**config.mk**
```make
export PLATFORM = sky130hd
export DESIGN_NAME = br_issue_queue
export DESIGN_NICKNAME = d
export VERILOG_FILES = /design/src/rtl/br_issue_queue.sv
export SDC_FILE = /design/constraint.sdc
export NUM_CORES = 1
export LEC_CHECK = 0
export CORE_ASPECT_RATIO = 1.1
export CORE_MARGIN = 2
export CORE_UTILIZATION = 35
export DETAILED_ROUTE_END_ITERATION = 12
export GPL_ROUTABILITY_DRIVEN = 1
export HOLD_SLACK_MARGIN = 0.08
export PLACE_DENSITY = 0.63
export SETUP_SLACK_MARGIN = 0.2
export SYNTH_ARGS = -nofsm -noshare
export SYNTH_HDL_FRONTEND = slang
export SYNTH_SLANG_ARGS = --single-unit
```
**constraint.sdc**
```tcl
create_clock -name clk -period 11 [get_ports clk]
set_input_delay 1.1 -clock clk [delete_from_list [all_inputs] [get_ports clk]]
set_output_delay 1.1 -clock clk [all_outputs]
set_load 0.02 [all_outputs]
```
**src/rtl/br_issue_queue.sv**
```systemverilog
// rtl/br_issue_queue.sv - in-order branch issue queue with CDB wakeup, branch-mask squash and resolve
// Issues the oldest ready branch op to the PRF-read / branch-FU stage.
module br_issue_queue #(
   parameter int DEPTH     = 4,
   parameter int PRF_IDX_W = 6,
   parameter int ROB_IDX_W = 5,
   parameter int BR_MASK_W = 4
) (
   input  logic                       clk,
   input  logic                       rst_n,
   input  logic                       disp_en_i,
   input  logic [63:0]                disp_npc_i,
   input  logic [31:0]                disp_inst_i,
   input  logic [PRF_IDX_W-1:0]       disp_dest_tag_i,
   input  logic [PRF_IDX_W-1:0]       disp_opa_tag_i,
   input  logic                       disp_opa_rdy_i,
   input  logic [PRF_IDX_W-1:0]       disp_opb_tag_i,
   input  logic                       disp_opb_rdy_i,
   input  logic [ROB_IDX_W:0]         disp_rob_idx_i,
   input  logic [BR_MASK_W-1:0]       disp_br_mask_i,
   input  logic                       cdb_valid_i,
   input  logic [PRF_IDX_W-1:0]       cdb_tag_i,
   input  logic                       rob_br_recovery_i,
   input  logic [BR_MASK_W-1:0]       rob_br_tag_fix_i,
   input  logic                       br_ok_i,
   input  logic [BR_MASK_W-1:0]       br_ok_tag_i,
   output logic                       full_o,
   output logic [$clog2(DEPTH):0]     count_o,
   output logic                       iss_start_o,
   output logic [63:0]                iss_npc_o,
   output logic [31:0]                iss_inst_o,
   output logic [PRF_IDX_W-1:0]       iss_dest_tag_o,
   output logic [PRF_IDX_W-1:0]       iss_opa_tag_o,
   output logic [PRF_IDX_W-1:0]       iss_opb_tag_o,
   output logic [ROB_IDX_W:0]         iss_rob_idx_o,
   output logic [BR_MASK_W-1:0]       iss_br_mask_o
);

   localparam int PTR_W = $clog2(DEPTH);
   localparam int CNT_W = PTR_W + 1;

   logic [CNT_W-1:0]     head_q, head_d, tail_q, tail_d;
   logic [DEPTH-1:0]     valid_q, valid_d;
   logic [DEPTH-1:0]     opa_rdy_q, opa_rdy_d, opb_rdy_q, opb_rdy_d;
   logic [63:0]          npc_q [DEPTH];
   logic [63:0]          npc_d [DEPTH];
   logic [31:0]          inst_q [DEPTH];
   logic [31:0]          inst_d [DEPTH];
   logic [PRF_IDX_W-1:0] dest_q [DEPTH];
   logic [PRF_IDX_W-1:0] dest_d [DEPTH];
   logic [PRF_IDX_W-1:0] opa_tag_q [DEPTH];
   logic [PRF_IDX_W-1:0] opa_tag_d [DEPTH];
   logic [PRF_IDX_W-1:0] opb_tag_q [DEPTH];
   logic [PRF_IDX_W-1:0] opb_tag_d [DEPTH];
   logic [ROB_IDX_W:0]   rob_q [DEPTH];
   logic [ROB_IDX_W:0]   rob_d [DEPTH];
   logic [BR_MASK_W-1:0] mask_q [DEPTH];
   logic [BR_MASK_W-1:0] mask_d [DEPTH];

   logic                 iss_start_q, iss_start_d;
   logic [63:0]          iss_npc_q, iss_npc_d;
   logic [31:0]          iss_inst_q, iss_inst_d;
   logic [PRF_IDX_W-1:0] iss_dest_q, iss_dest_d;
   logic [PRF_IDX_W-1:0] iss_opa_q, iss_opa_d;
   logic [PRF_IDX_W-1:0] iss_opb_q, iss_opb_d;
   logic [ROB_IDX_W:0]   iss_rob_q, iss_rob_d;
   logic [BR_MASK_W-1:0] iss_mask_q, iss_mask_d;

   logic [CNT_W-1:0]     cnt;
   logic [PTR_W-1:0]     head_idx, tail_idx, idx;
   logic [BR_MASK_W-1:0] ok_clr;
   logic [DEPTH-1:0]     kill;
   logic                 hit, issue_ok, enq;
   logic [CNT_W-1:0]     rec_tail;

   assign cnt     = tail_q - head_q;
   assign count_o = cnt;
   assign full_o  = (cnt == CNT_W'(DEPTH));

   always_comb begin
      head_d      = head_q;
      tail_d      = tail_q;
      valid_d     = valid_q;
      opa_rdy_d   = opa_rdy_q;
      opb_rdy_d   = opb_rdy_q;
      npc_d       = npc_q;
      inst_d      = inst_q;
      dest_d      = dest_q;
      opa_tag_d   = opa_tag_q;
      opb_tag_d   = opb_tag_q;
      rob_d       = rob_q;
      mask_d      = mask_q;
      iss_start_d = 1'b0;
      iss_npc_d   = iss_npc_q;
      iss_inst_d  = iss_inst_q;
      iss_dest_d  = iss_dest_q;
      iss_opa_d   = iss_opa_q;
      iss_opb_d   = iss_opb_q;
      iss_rob_d   = iss_rob_q;
      head_idx    = head_q[PTR_W-1:0];
      tail_idx    = tail_q[PTR_W-1:0];
      idx         = '0;
      ok_clr      = br_ok_i ? br_ok_tag_i : '0;
      iss_mask_d  = iss_mask_q & ~ok_clr;
      kill        = '0;
      hit         = 1'b0;
      rec_tail    = tail_q;

      for (int i = 0; i < DEPTH; i++) begin
         if (cdb_valid_i && cdb_tag_i == opa_tag_q[i]) opa_rdy_d[i] = 1'b1;
         if (cdb_valid_i && cdb_tag_i == opb_tag_q[i]) opb_rdy_d[i] = 1'b1;
      end

      // Walk oldest to youngest; everything from the first squashed entry on is dropped.
      for (int k = 0; k < DEPTH; k++) begin
         idx = head_idx + PTR_W'(k);
         if (CNT_W'(k) < cnt) begin
            if (!hit && rob_br_recovery_i && valid_q[idx] &&
                (mask_q[idx] & rob_br_tag_fix_i) != '0) begin
               hit      = 1'b1;
               rec_tail = head_q + CNT_W'(k);
            end
            if (hit) kill[idx] = 1'b1;
         end
      end

      issue_ok = (cnt != '0) && valid_q[head_idx] && opa_rdy_d[head_idx] &&
                 opb_rdy_d[head_idx] && !kill[head_idx];

      valid_d = valid_q & ~kill;
      for (int i = 0; i < DEPTH; i++) mask_d[i] = mask_q[i] & ~ok_clr;

      if (issue_ok) begin
         valid_d[head_idx] = 1'b0;
         head_d            = head_q + 1'b1;
         iss_start_d       = 1'b1;
         iss_npc_d         = npc_q[head_idx];
         iss_inst_d        = inst_q[head_idx];
         iss_dest_d        = dest_q[head_idx];
         iss_opa_d         = opa_tag_q[head_idx];
         iss_opb_d         = opb_tag_q[head_idx];
         iss_rob_d         = rob_q[head_idx];
         iss_mask_d        = mask_q[head_idx] & ~ok_clr;
      end

      if (rob_br_recovery_i) tail_d = rec_tail;

      enq = disp_en_i && !full_o && !rob_br_recovery_i;
      if (enq) begin
         valid_d[tail_idx]   = 1'b1;
         npc_d[tail_idx]     = disp_npc_i;
         inst_d[tail_idx]    = disp_inst_i;
         dest_d[tail_idx]    = disp_dest_tag_i;
         opa_tag_d[tail_idx] = disp_opa_tag_i;
         opb_tag_d[tail_idx] = disp_opb_tag_i;
         opa_rdy_d[tail_idx] = disp_opa_rdy_i | (cdb_valid_i && cdb_tag_i == disp_opa_tag_i);
         opb_rdy_d[tail_idx] = disp_opb_rdy_i | (cdb_valid_i && cdb_tag_i == disp_opb_tag_i);
         rob_d[tail_idx]     = disp_rob_idx_i;
         mask_d[tail_idx]    = disp_br_mask_i & ~ok_clr;
         tail_d              = tail_q + 1'b1;
      end
   end

   always_ff @(posedge clk or negedge rst_n) begin
      if (!rst_n) begin
         head_q      <= '0;
         tail_q      <= '0;
         valid_q     <= '0;
         opa_rdy_q   <= '0;
         opb_rdy_q   <= '0;
         iss_start_q <= 1'b0;
         iss_npc_q   <= '0;
         iss_inst_q  <= '0;
         iss_dest_q  <= '0;
         iss_opa_q   <= '0;
         iss_opb_q   <= '0;
         iss_rob_q   <= '0;
         iss_mask_q  <= '0;
      end else begin
         head_q      <= head_d;
         tail_q      <= tail_d;
         valid_q     <= valid_d;
         opa_rdy_q   <= opa_rdy_d;
         opb_rdy_q   <= opb_rdy_d;
         iss_start_q <= iss_start_d;
         iss_npc_q   <= iss_npc_d;
         iss_inst_q  <= iss_inst_d;
         iss_dest_q  <= iss_dest_d;
         iss_opa_q   <= iss_opa_d;
         iss_opb_q   <= iss_opb_d;
         iss_rob_q   <= iss_rob_d;
         iss_mask_q  <= iss_mask_d;
      end
   end

   // Payload storage is qualified by valid_q, so it needs no reset.
   always_ff @(posedge clk) begin
      npc_q     <= npc_d;
      inst_q    <= inst_d;
      dest_q    <= dest_d;
      opa_tag_q <= opa_tag_d;
      opb_tag_q <= opb_tag_d;
      rob_q     <= rob_d;
      mask_q    <= mask_d;
   end

   assign iss_start_o    = iss_start_q;
   assign iss_npc_o      = iss_npc_q;
   assign iss_inst_o     = iss_inst_q;
   assign iss_dest_tag_o = iss_dest_q;
   assign iss_opa_tag_o  = iss_opa_q;
   assign iss_opb_tag_o  = iss_opb_q;
   assign iss_rob_idx_o  = iss_rob_q;
   assign iss_br_mask_o  = iss_mask_q;

endmodule
```
# [Yosys cells after proc, flatten, opt, wreduce, memory -nomap -nowiden]
# Index checks and enable logic that the tools add are counted.
[totals] regBits=639 wordCells=268
[op_classes] addsub=8 magnitude_cmp=20 eq_ne=11 mux=116 bitwise_logic=27 reduce_logical=45
[ops] operator="$bwmux 256" count=1
[ops] operator="$mux 64" count=3
[ops] operator="$bmux 64 s2" count=1
[ops] operator="$bwmux 128" count=1
[ops] operator="$demux 64 s2" count=1
[ops] operator="$bwmux 24" count=4
[ops] operator="$mux 32" count=3
[ops] operator="$mux 4" count=23
[ops] operator="$bmux 32 s2" count=1
[ops] operator="$demux 32 s2" count=1
[ops] operator="$eq 6x6->1" count=10
[ops] operator="$mux 6" count=9
[ops] operator="$and 4x4->4" count=13
[ops] operator="$bmux 6 s2" count=4
[ops] operator="$logic_and 1x1->1" count=33
[ops] operator="$bmux 4 s2" count=4
[ops] operator="$mux 1" count=32
[ops] operator="$mux 3" count=10
[ops] operator="$bwmux 16" count=1
[ops] operator="$mux 16" count=1
[ops] operator="$or 4x4->4" count=4
[ops] operator="$reduce_bool 4->1" count=4
[ops] operator="$ge 3x3->1 const B" count=5
[ops] operator="$lt 2x3->1 const B" count=5
[ops] operator="other kinds (21)" count=53

# [Logic depth before layout (Yosys ltp)]
# Gate-level depths: netlist of run 1.
[depth] depth_word=39 mapped_depth=19 depth_no_buf=15

# [Least setup slack after synthesis of run 1]
# OpenSTA, ideal clock, no wires.
[synth_timing] kind="register -> register" from="register head_q[0]" to="register mask_q[0] (netlist bit)" setup_time_ns=0.099 arrival_time_ns=11.236 setup_slack_ns=-0.335 stages_incl_launch_ff=9 n_path_buf=0 period_less_slack_ns=11.335 path_cell_list="dfrtp_1 > ha_1 > fa_1 > xor2_1 > xnor2_2 > o21ai_1 > nor3_1 > mux2i_1 > a21oi_1"
[synth_rtl] item="start: declaration" line="42" text="logic [CNT_W-1:0] head_q, head_d, tail_q, tail_d;"
[synth_rtl] item="start signal: assignment" line="166" text="head_q <= '0;"
[synth_rtl] item="start signal: assignment" line="180" text="head_q <= head_d;"
[synth_rtl] item="end signal: assignment" line="204" text="mask_q <= mask_d;"
[synth_rtl] item="end: declaration" line="57" text="logic [BR_MASK_W-1:0] mask_q [DEPTH];"

# [Final worst setup path of run 1]
[layout_timing] from="register head_q[1]" to="register iss_npc_q[49] (netlist: iss_npc_o[49])"
[layout_between] elab_chain_cells=36
[layout_lines] item="$not 2->3 (implied by the code)" line="119, 137"
[layout_lines] item="$bmux 4 s2" line="119" text="(mask_q[idx] & rob_br_tag_fix_i) != '0) begin"
[layout_lines] item="$mux 4 (implied by the code) (2 in a row)" line="119"
[layout_lines] item="$and 4x4->4" line="119"
[layout_lines] item="$reduce_bool 4->1" line="119"
[layout_lines] item="$logic_and 1x1->1" line="118" text="if (!hit && rob_br_recovery_i && valid_q[idx] &&"
[layout_lines] item="$mux 1" line="118"
[layout_lines] item="$mux 1 (2 in a row)" line="117" text="if (CNT_W'(k) < cnt) begin"
[layout_lines] item="[18 not listed]"
[layout_lines] item="$mux 1" line="118"
[layout_lines] item="$mux 1" line="117"
[layout_lines] item="$mux 4" line="123" text="if (hit) kill[idx] = 1'b1;"
[layout_lines] item="$mux 4" line="117"
[layout_lines] item="$bmux 1 s2" line="128" text="opb_rdy_d[head_idx] && !kill[head_idx];"
[layout_lines] item="$mux 1 (implied by the code)" line="128"
[layout_lines] item="$logic_not 1->1" line="128"
[layout_lines] item="$logic_and 1x1->1" line="128"
[layout_lines] item="end signal: assignment" line="186" text="iss_npc_q <= iss_npc_d;"
[layout_lines] item="end: declaration" line="61" text="logic [63:0] iss_npc_q, iss_npc_d;"
# Several ways; a longest one is shown, not always the timed one. The select of a mux whose other input is x is not followed.
# A chain may end at the register's enable or synchronous reset.

==> results of run 1 <==
## cell usage after synthesis (3+ instances only)
library cell	count
clkbuf_1	38
inv_1	10
o22ai_1	3
nand2b_1	4
nand4_1	10
edfxtp_1	480
buf_12	5
a41o_1	3
xnor2_1	29
o22a_1	4
nand3_1	3
mux2_1	49
mux4_2	133
buf_2	5
a2111oi_2	3
buf_4	10
mux2_2	27
inv_2	5
dfrtp_1	143
xor2_1	36
mux2_4	45
nor3_1	6
a21oi_1	24
o21ai_0	3
a32o_1	4
nor4_1	8
ha_1	10
nor2_1	19
nand2_1	32
mux2i_1	40
a31oi_1	10
dfxtp_1	16
## worst max path at each step
stage                                     end  cells past startpoint  slack (ns)
floorplan                   mask_q[0]$_DFF_P_                      8        3.68
global placement    iss_npc_o[49]$_DFFE_PN0N_                     12        4.12
detailed placement  iss_npc_o[46]$_DFFE_PN0N_                     12        4.04
CTS                 iss_npc_o[49]$_DFFE_PN0N_                     12        4.03
global route        iss_npc_o[49]$_DFFE_PN0N_                     12        3.69
finish              iss_npc_o[49]$_DFFE_PN0N_                     13        4.19
## per-stage QoR
step	cell area, um2	utilization, %	hold WS, ns	instances	setup slack (ns)
after floorplan	25500	-	0.4891	1260	3.681
after global placement	29190	40.59	0.4676	2433	4.116
after detailed placement	29190	40.59	0.4741	2433	4.037
after CTS	31340	43.58	0.3957	2554	4.026
after global routing	31340	43.58	0.4128	2554	3.691
final	31340	43.58	0.4112	2554	4.185
## metal layers
layer,part of all wire (%),vias up
li1,-,5649
met1,40,6842
met2,51,354
met3,6.4,103
met4,2.2,8
met5,0.087,-
## layout make-up
type                       count  area, um2  area share [%]
multi-input combinational    543       6743           21.52
timing repair buffer         290       2864           9.140
sequential                   639      18320           58.46
inverter                      16      80.08          0.2555
tap                          945       1182           3.773
clock inverter                27      255.2          0.8145
clock buffer                  94       1892           6.037
## worst reg2reg max path, cell delays in order (launching register included)
cell,delay [ns]
dfrtp_4,1.01
inv_1,0.38
ha_1,0.89
mux4_2,0.59
nand2_1,0.10
nand4_1,0.22
a21oi_4,0.29
a31oi_2,0.18
a221oi_1,0.46
a22oi_2,0.15
o21a_1,0.36
inv_6,0.72
buf_4,0.88
mux2_1,0.47
## flip-flops by register name, summed over array words and instances (netlist names), 6 cells and up
signal,count
iss_opb_tag_o,6
opb_tag_q,24
npc_q,256
mask_q,16
rob_q,24
opa_tag_q,24
iss_opa_tag_o,6
iss_inst_o,32
dest_q,24
iss_npc_o,64
iss_dest_tag_o,6
iss_rob_idx_o,6
inst_q,128
## power groups by stage
stage	Clock [mW]	Combinational, mW	Sequential, mW
2_1_floorplan	0	1.93	3.65
3_3_place_gp	0	3.16	3.47
3_5_place_dp	0	3.19	3.49
4_1_cts	2.29	3.20	3.45
5_1_grt	2.38	3.35	3.50
6_report	2.23	3.13	3.44
## cells by family after synthesis
| kind of cell | after synthesis |
|---|---|
| AND/OR/NAND/NOR | 90 |
| adder cells (fa/ha/maj) | 11 |
| flip-flops | 639 |
| XOR/XNOR | 66 |
| buffers and inverters | 78 |
| multiplexers | 294 |
| AO/OA/AOI/OAI | 82 |
## cell usage in the layout (no fill, tap or decap), types with 4 or more instances in the layout
cell type / Yosys / final
o22a_1: 4 / 4
xor2_1: 36 / 36
clkbuf_8: 0 / 5
mux2i_1: 40 / 40
nand2_1: 32 / 32
mux2_4: 45 / 45
dfrtp_1: 143 / 141
inv_6: 0 / 6
mux4_2: 133 / 133
mux2_1: 49 / 49
nand2b_1: 4 / 4
nor2_1: 19 / 19
a32o_1: 4 / 4
dfxtp_1: 16 / 16
clkinv_2: 0 / 12
edfxtp_1: 480 / 480
buf_4: 10 / 16
clkdlybuf4s50_1: 0 / 273
nor4_1: 8 / 8
ha_1: 10 / 10
a31oi_1: 10 / 10
nor3_1: 6 / 5
clkbuf_16: 0 / 70
a21oi_1: 24 / 24
clkbuf_1: 38 / 19
xnor2_1: 29 / 29
mux2_2: 27 / 27
inv_1: 10 / 10
nand4_1: 10 / 10
==> flow_metrics.py, run 1 <==
metrics = {
    "run_status": {
        "status": "finished clean",
    },
    "grt": {
        "grt_max_degree": 83,
        "grtUsageMet3_pct": 4.101,
        "grt_antenna_before_repair": 5,
        "grt_most_used_layer": "met2",
        "grt.total_usage_pct": 15.76,
        "met1_usage_pct": 19.37,
        "use_met2_pct": 27.12,
        "grt_pass1_wl_mm": 87.86,
        "grt-ovfl-total": 0,
        "grt_pass1_vias": 13950,
    },
    "yosys": {
        "synth_edf_count": 480,
        "synth_fp_nets": 1417,
        "ys_types": 65,
        "ys_top_cells_by_area": "edfxtp_1 (57%), dfrtp_1 (14%), mux4_2 (12%)",
        "synth_seq_cells": 639,
        "synthMuxAreaShare_pct": 19.33,
        "synth_cells": 1260,
        "synth_xor_area_share_pct": 2.297,
        "synth_compound_area_share_pct": 2.513,
        "yosys.area_share.simple_pct": 1.698,
        "synthFlopType": "edfxtp_1",
        "ys_seq_area_share_pct": 71.84,
        "ys_warn_count": 0,
        "yosys.area_share.adder_pct": 0.5694,
        "synth_top_family_by_area": "multiplexers",
        "synth_top_area_share_pct": 56.55,
        "async_flop_share_pct": 22.38,
        "syn_avg_cell_area_um2": 20.23,
        "yosys.area.top_type": "edfxtp_1",
        "syn-cell-area_um2": 25490,
    },
    "power": {
        "internal_power_mw": 5.984,
        "p_clk_share_pct": 25.3,
        "cellPowerDensity_nw_per_um2": 280.8,
        "power_mw": 8.800,
        "power_frac_seq_pct": 39.1,
        "switching_power_mw": 2.816,
        "leakage_nw": 10.68,
        "swShare_pct": 32.00,
        "comb_power_share_pct": 35.6,
        "vdd_ir_drop_max_v": 0.0001861,
    },
    "sta": {
        "slew_viol_final": 0,
        "worst_pin_slew_ns": 0.9995,
        "min_period_over_period_pct": 61.95,
        "finClkSkew_ns": 0.01920,
        "finalHoldViolations": 0,
        "max_freq_ghz": 0.1467,
        "relSlewSlack_pct": 33.37,
        "tns_ns": 0,
        "fin_crit_ns": 6.815,
        "rsz0062_at_grt": "no",
        "setup_viol": 0,
    },
    "worst_setup_path": {
        "crit_buf_inv": 3,
        "rr_worst_depth": 13,
        "path_class": "flip-flop to flip-flop",
        "r2r_start": "head_q[1]$_DFFE_PN0N_",
        "rrSetupSlack_ns": 4.19,
        "timing.rr.end": "iss_npc_o[49]$_DFFE_PN0N_",
        "worstPathArrival_ns": 7.29,
        "max_stage_delay_ns": 1.01,
        "cp_cell_sequence": "inv_1 -> ha_1 -> mux4_2 -> nand2_1 -> nand4_1 -> a21oi_4 -> a31oi_2 -> a221oi_1 -> a22oi_2 -> o21a_1 -> inv_6 -> buf_4 -> mux2_1",
        "critPathSlowestCell": "dfrtp_4",
        "endpoint_kind": "flip-flop",
        "cp.required_ns": 11.47,
        "startpoint": "head_q[1]$_DFFE_PN0N_",
        "crit_family": "buffers and inverters",
        "critPathLaunchType": "flip-flop",
        "cp_max_fo": 79,
    },
    "route": {
        "avgRoutedWirePerCell_um": 23.02,
        "final_antenna_net_count": 0,
        "drcViolationCount": 0,
        "viasPerCell": 5.073,
        "drt_pass1_iterations": 5,
        "drtIter0Drc": 797,
        "routed_wl_mm": 58.80,
        "via_count": 12960,
    },
    "floorplanning": {
        "rows": 103,
        "core_um2": 71910,
        "die_w_um": 261.3,
        "die_y_um": 287.0,
        "start_util_pct": 35.45,
        "ios": 275,
        "dieArea_um2": 75010,
    },
    "cts": {
        "cts_sinks": 639,
        "cts_made_buffers": 68,
        "cts_hold_buffers": 0,
        "clock-root-buffer": "clkbuf_16",
        "clk_path_buf_depth": 3,
        "cts.reportedPaths.clkPinSlew_ns": 0.06,
        "postCtsSetupRepairBufs": 0,
        "cts_tree": "built",
        "insertion_delay_ns": 0.60,
        "cts_max_level": 3,
        "cts_resized": 0,
    },
    "finish": {
        "nFillCells": 6267,
        "syn_to_final_growth_pct": 22.93,
        "n_antenna_cell": 0,
        "num-nets-final": 1715,
        "drive_above_1_share_pct": 21.38,
    },
    "worst_hold_path": {
        "hp-class": "input pin to asynchronous set/reset pin",
    },
    "place": {
        "numPortBuffers": 274,
        "place_congestion": 0.8793,
        "hpwl_mm": 34.87,
    },
    "flow_run": {
        "max_cap_violations": 0,
    },
}
Note: power is estimated with default switching activity, not from simulation.
==> inputs of run 2 (changes only) <==
Clock period 11 ns to 5.9 ns, I/O delays scaled along.
==> flow_metrics.py, run 2 (synthesis results as in run 1) <==
metrics = {
    "sta": {
        "relSlewSlack_pct": 35.05,
        "rsz0062_at_grt": "no",
        "tns_ns": 0,
        "finalHoldViolations": 0,
        "min_period_over_period_pct": 83.07,
        "max_freq_ghz": 0.2040,
        "worst_pin_slew_ns": 0.9743,
        "finClkSkew_ns": 0.02759,
        "setup_viol": 0,
        "slew_viol_final": 0,
        "fin_crit_ns": 4.901,
    },
    "finish": {
        "largest_reg_flops": 256,
        "nFillCells": 6214,
        "regArea_um2": 18320,
        "drive_above_1_share_pct": 22.18,
        "regMostFlops": "npc_q",
        "syn_to_final_growth_pct": 24.31,
        "final_cell_mix": "edfxtp_1 (480), clkdlybuf4s50_1 (273), dfrtp_1 (141)",
        "num-nets-final": 1732,
        "final_util_pct": 44.06,
        "final_common_cell": "edfxtp_1",
        "multi_input_area_um2": 6743,
    },
    "worst_setup_path": {
        "cp.required_ns": 6.37,
        "rrSetupSlack_ns": 1.0,
        "timing.rr.end": "iss_npc_o[2]$_DFFE_PN0N_",
        "path_class": "flip-flop to flip-flop",
        "critPathLaunchType": "flip-flop",
        "endpoint_kind": "flip-flop",
        "rr_worst_depth": 13,
        "startpoint": "head_q[1]$_DFFE_PN0N_",
        "cp_max_fo": 25,
        "worstPathArrival_ns": 5.37,
        "r2r_start": "head_q[1]$_DFFE_PN0N_",
    },
    "route": {
        "drcViolationCount": 0,
        "drtIter0Drc": 800,
        "drt_pass1_iterations": 5,
        "avgRoutedWirePerCell_um": 22.82,
        "viasPerCell": 5.010,
        "via_count": 12950,
        "routed_wl_mm": 58.97,
        "final_antenna_net_count": 0,
    },
    "floorplanning": {
        "die_w_um": 261.3,
        "core_um2": 71910,
        "start_util_pct": 35.45,
        "rows": 103,
        "dieArea_um2": 75010,
        "ios": 275,
        "die_y_um": 287.0,
    },
    "grt": {
        "grt-ovfl-total": 0,
        "grt_pass1_vias": 14260,
        "grt.total_usage_pct": 15.88,
        "grt_max_degree": 126,
        "grt_pass1_wl_mm": 89.22,
        "grt_antenna_before_repair": 11,
    },
    "cts": {
        "cts_max_level": 3,
        "cts.reportedPaths.clkPinSlew_ns": 0.06,
        "cts_sinks": 639,
        "postCtsSetupRepairBufs": 0,
        "cts_made_buffers": 69,
        "clk_path_buf_depth": 3,
        "insertion_delay_ns": 0.60,
        "clock-root-buffer": "clkbuf_16",
        "cts_resized": 0,
        "cts_tree": "built",
    },
    "power": {
        "leakage_nw": 10.85,
        "cellPowerDensity_nw_per_um2": 526.7,
        "vdd_ir_drop_max_v": 0.0003223,
    },
    "run_status": {
        "status": "finished clean",
    },
    "place": {
        "place_congestion": 0.8634,
        "hpwl_mm": 35.84,
        "numPortBuffers": 274,
    },
    "flow_run": {
        "max_cap_violations": 0,
    },
    "worst_hold_path": {
        "hp-class": "flip-flop to flip-flop",
        "holdPathEnd": "iss_inst_o[29]$_DFFE_PN0N_",
        "hold_depth": 1,
        "min_from": "iss_inst_o[29]$_DFFE_PN0N_",
    },
}
run 2: worst max-delay path by stage:
stage                                     end  slack [ns]  cells past startpoint
floorplan                   mask_q[0]$_DFF_P_        0.59                      8
CTS                  iss_npc_o[9]$_DFFE_PN0N_        0.96                     13
finish               iss_npc_o[2]$_DFFE_PN0N_         1.0                     13
global placement     iss_npc_o[1]$_DFFE_PN0N_        1.09                     13
global route        iss_inst_o[4]$_DFFE_PN0N_        0.68                     14
detailed placement   iss_npc_o[3]$_DFFE_PN0N_        0.99                     13
run 2: critical path: stages (launching register included):
cell       delay (ns)
dfrtp_4          0.61
inv_1            0.22
ha_1             0.61
mux4_2           0.55
nand2_1          0.09
nand4_1          0.21
a21oi_4          0.28
a31oi_2          0.17
a2111oi_2        0.46
a22oi_2          0.18
o21a_1           0.34
inv_6            0.41
buf_12           0.28
mux2_4           0.32
run 2: through the flow:
step                std cells  area (um2)  power [mW]  worst slack (ns)  hold WS [ns]
floorplan                1260       25500       10.39            0.5870        0.2944
global placement         2448       29400       12.48             1.091        0.4670
detailed placement       2448       29400       12.59            0.9899        0.4752
CTS                      2577       31670       16.95            0.9607        0.4864
global route             2584       31690       17.52            0.6847        0.5037
finish                   2584       31690       16.69            0.9991        0.4825
run 2: layout make-up:
type | count | area share (%)
Timing Repair Buffer | 306 | 9.741
Antenna cell | 7 | 0.05528
Tap cell | 945 | 3.731
Inverter | 16 | 0.2527
Multi-Input combinational cell | 543 | 21.28
Sequential cell | 639 | 57.82
Clock inverter | 29 | 0.8608
Clock buffer | 99 | 6.263
run 2: layer usage:
metal / part of all wire [%] / global-route usage [%]
met2: 51 / 26.96
met1: 41 / 19.82
met5: 0.073 / 0
met3: 5.5 / 3.527
met4: 2.4 / 6.065
run 2: power by group:
| part | switching (mW) | internal [mW] | total (mW) | leakage (nW) |
|---|---|---|---|---|
| combinational | 3.04 | 3.04 | 6.08 | 3.55 |
| sequential | 0.489 | 5.85 | 6.34 | 6.19 |
| clock | 1.74 | 2.53 | 4.27 | 1.11 |
run 2: what timing repair did:
action | in CTS | in global routing
setup endpoints to repair | 0 | 0
endpoints found under the hold margin | 20 | 0
hold buffers | 1 | 0
==> inputs of run 3 (changes only) <==
Clock period 5.9 ns to 4.3 ns, I/O delays scaled along.
==> flow_metrics.py, run 3 (synthesis results as in run 1) <==
metrics = {
    "run_status": {
        "status": "finished clean",
    },
    "floorplanning": {
        "rows": 103,
        "ios": 275,
        "die_y_um": 287.0,
        "die_w_um": 261.3,
        "start_util_pct": 35.45,
        "core_um2": 71910,
        "dieArea_um2": 75010,
    },
    "sta": {
        "worst_slack_ns": 0.3393,
        "rsz0062_at_grt": "no",
        "setup_viol": 0,
        "finClkSkew_ns": 0.02647,
        "relSlewSlack_pct": 40.25,
        "max_freq_ghz": 0.2525,
        "slew_viol_final": 0,
        "worst_pin_slew_ns": 0.8962,
        "min_period_over_period_pct": 92.11,
        "fin_crit_ns": 3.961,
        "finalHoldViolations": 0,
    },
    "worst_setup_path": {
        "crit_buf_inv": 4,
        "endpoint_kind": "flip-flop",
        "critPathLaunchType": "flip-flop",
        "critPathSlowestCell": "dfrtp_4",
        "cp_max_fo": 15,
        "max_stage_delay_ns": 0.52,
        "cp_cell_sequence": "ha_4 -> fa_2 -> xor2_2 -> xnor2_2 -> inv_2 -> o21ai_4 -> a311oi_4 -> a21o_1 -> a32o_1 -> a2111oi_4 -> o21ai_1 -> o21a_2 -> inv_6 -> buf_16 -> buf_12 -> mux2_1",
        "crit_family": "compound AO/OA/AOI/OAI gates",
        "worstPathArrival_ns": 4.44,
        "path_class": "flip-flop to flip-flop",
        "cp.required_ns": 4.78,
    },
    "finish": {
        "syn_to_final_growth_pct": 26.49,
        "drive_above_1_share_pct": 24.26,
        "final_common_cell": "edfxtp_1",
        "final_cell_mix": "edfxtp_1 (480), clkdlybuf4s50_1 (273), dfrtp_1 (141)",
        "stdcell_area_um2": 32240,
        "largest_reg_flops": 256,
        "nFillCells": 6184,
        "regMostFlops": "npc_q",
        "num-nets-final": 1760,
    },
    "grt": {
        "grt-ovfl-total": 0,
        "grt_pass1_wl_mm": 90.49,
        "grt_antenna_before_repair": 9,
        "grt.total_usage_pct": 16.17,
        "grt_pass1_vias": 14370,
        "grt_max_degree": 123,
    },
    "cts": {
        "clk_path_buf_depth": 3,
        "cts_tree": "built",
        "clock-root-buffer": "clkbuf_16",
        "insertion_delay_ns": 0.61,
        "cts_made_buffers": 70,
        "cts_sinks": 639,
        "cts.reportedPaths.clkPinSlew_ns": 0.07,
        "cts_max_level": 3,
    },
    "place": {
        "postPlaceCellArea_um2": 29710,
        "hpwl_mm": 36.86,
        "dp_slack_ns": 0.1633,
        "place_congestion": 0.8606,
        "numPortBuffers": 274,
    },
    "route": {
        "drcViolationCount": 0,
        "routed_wl_mm": 60.30,
        "viasPerCell": 5.044,
        "drtIter0Drc": 709,
        "avgRoutedWirePerCell_um": 23.12,
        "via_count": 13160,
        "drt_pass1_iterations": 5,
        "final_antenna_net_count": 0,
    },
    "worst_hold_path": {
        "hp-class": "input pin to asynchronous set/reset pin",
    },
    "power": {
        "cellPowerDensity_nw_per_um2": 732.6,
        "power_mw": 23.62,
        "vdd_ir_drop_max_v": 0.0005746,
        "leakage_nw": 11.06,
    },
    "flow_run": {
        "max_cap_violations": 0,
    },
}
[run 3: cell count changes in the layout (fill, tap and decap cells not counted), moves of 3 or more]
cell and delta:
buf_12 +9, a2111oi_2 -3, diode_2 -5, buf_4 +12, clkinv_4 +3, clkbuf_8 +3, buf_16 +3, a2111oi_4 +3
clkinv_1 -5, clkinv_2 -3
[run 3: final timing paths]
path | from | end | slack [ns] | depth (start not counted)
worst max-delay path | head_q[0]$_DFFE_PN0N_ | iss_inst_o[30]$_DFFE_PN0N_ | 0.34 | 16
worst min-delay path | rst_n | iss_npc_o[35]$_DFFE_PN0N_ | 0.42 | 2
worst max register to register | head_q[0]$_DFFE_PN0N_ | iss_inst_o[30]$_DFFE_PN0N_ | 0.34 | 16
worst min register to register | iss_inst_o[6]$_DFFE_PN0N_ | iss_inst_o[6]$_DFFE_PN0N_ | 0.48 | 1
max in group asynchronous | rst_n | iss_inst_o[5]$_DFFE_PN0N_ | 2.91 | 3
min in group clk | disp_npc_i[27] | npc_q[219]$_DFFE_PP_ | 0.46 | 1
[run 3: metrics by stage]
step	instances	hold WS [ns]	utilization (%)	TNS (ns)
3_5_place_dp	2465	0.4740	41.32	0
4_1_cts	2596	0.4084	44.56	0
5_1_grt	2607	0.4290	44.83	0
3_3_place_gp	2465	0.4684	41.32	0
6_report	2608	0.4173	44.84	0
2_1_floorplan	1260	0.1344	-	-105.85
[run 3: routing by layer]
| layer | global-route usage [%] | part of all wire, % | wire length [um] |
|---|---|---|---|
| met1 | 19.47 | 40 | 23980 |
| met2 | 27.92 | 52 | 31100 |
| met3 | 4.550 | 6.3 | 3781 |
| met4 | 5.270 | 2.2 | 1329 |
| met5 | 0 | 0.17 | 102 |
[run 3: cell type report]
class	count	area, um2	share of cell area, %
Sequential cell	639	18320	56.82
Multi-Input combinational cell	543	6858	21.27
Timing Repair Buffer	333	3491	10.83
Clock buffer	103	2029	6.294
Tap cell	945	1182	3.667
Clock inverter	27	276.5	0.8576
Inverter	16	80.08	0.2484
Antenna cell	2	5.005	0.01552
[run 3: repair_timing]
| action | CTS | global route |
|---|---|---|
| endpoints found under the hold margin | 73 | 0 |
| hold buffers | 1 | 0 |
| gates resized for setup | 3 | 14 |
| pin swaps | 0 | 6 |
| buffers inserted | 0 | 9 |
| endpoints found under the setup margin | 77 | 119 |
| gates cloned | 0 | 1 |
[run 3: power by group]
| group | internal, mW | leakage, nW | switching [mW] | total (mW) |
|---|---|---|---|---|
| clock | 3.45 | 1.12 | 2.48 | 5.93 |
| combinational | 4.61 | 3.75 | 4.45 | 9.05 |
| sequential | 8.02 | 6.19 | 0.618 | 8.64 |
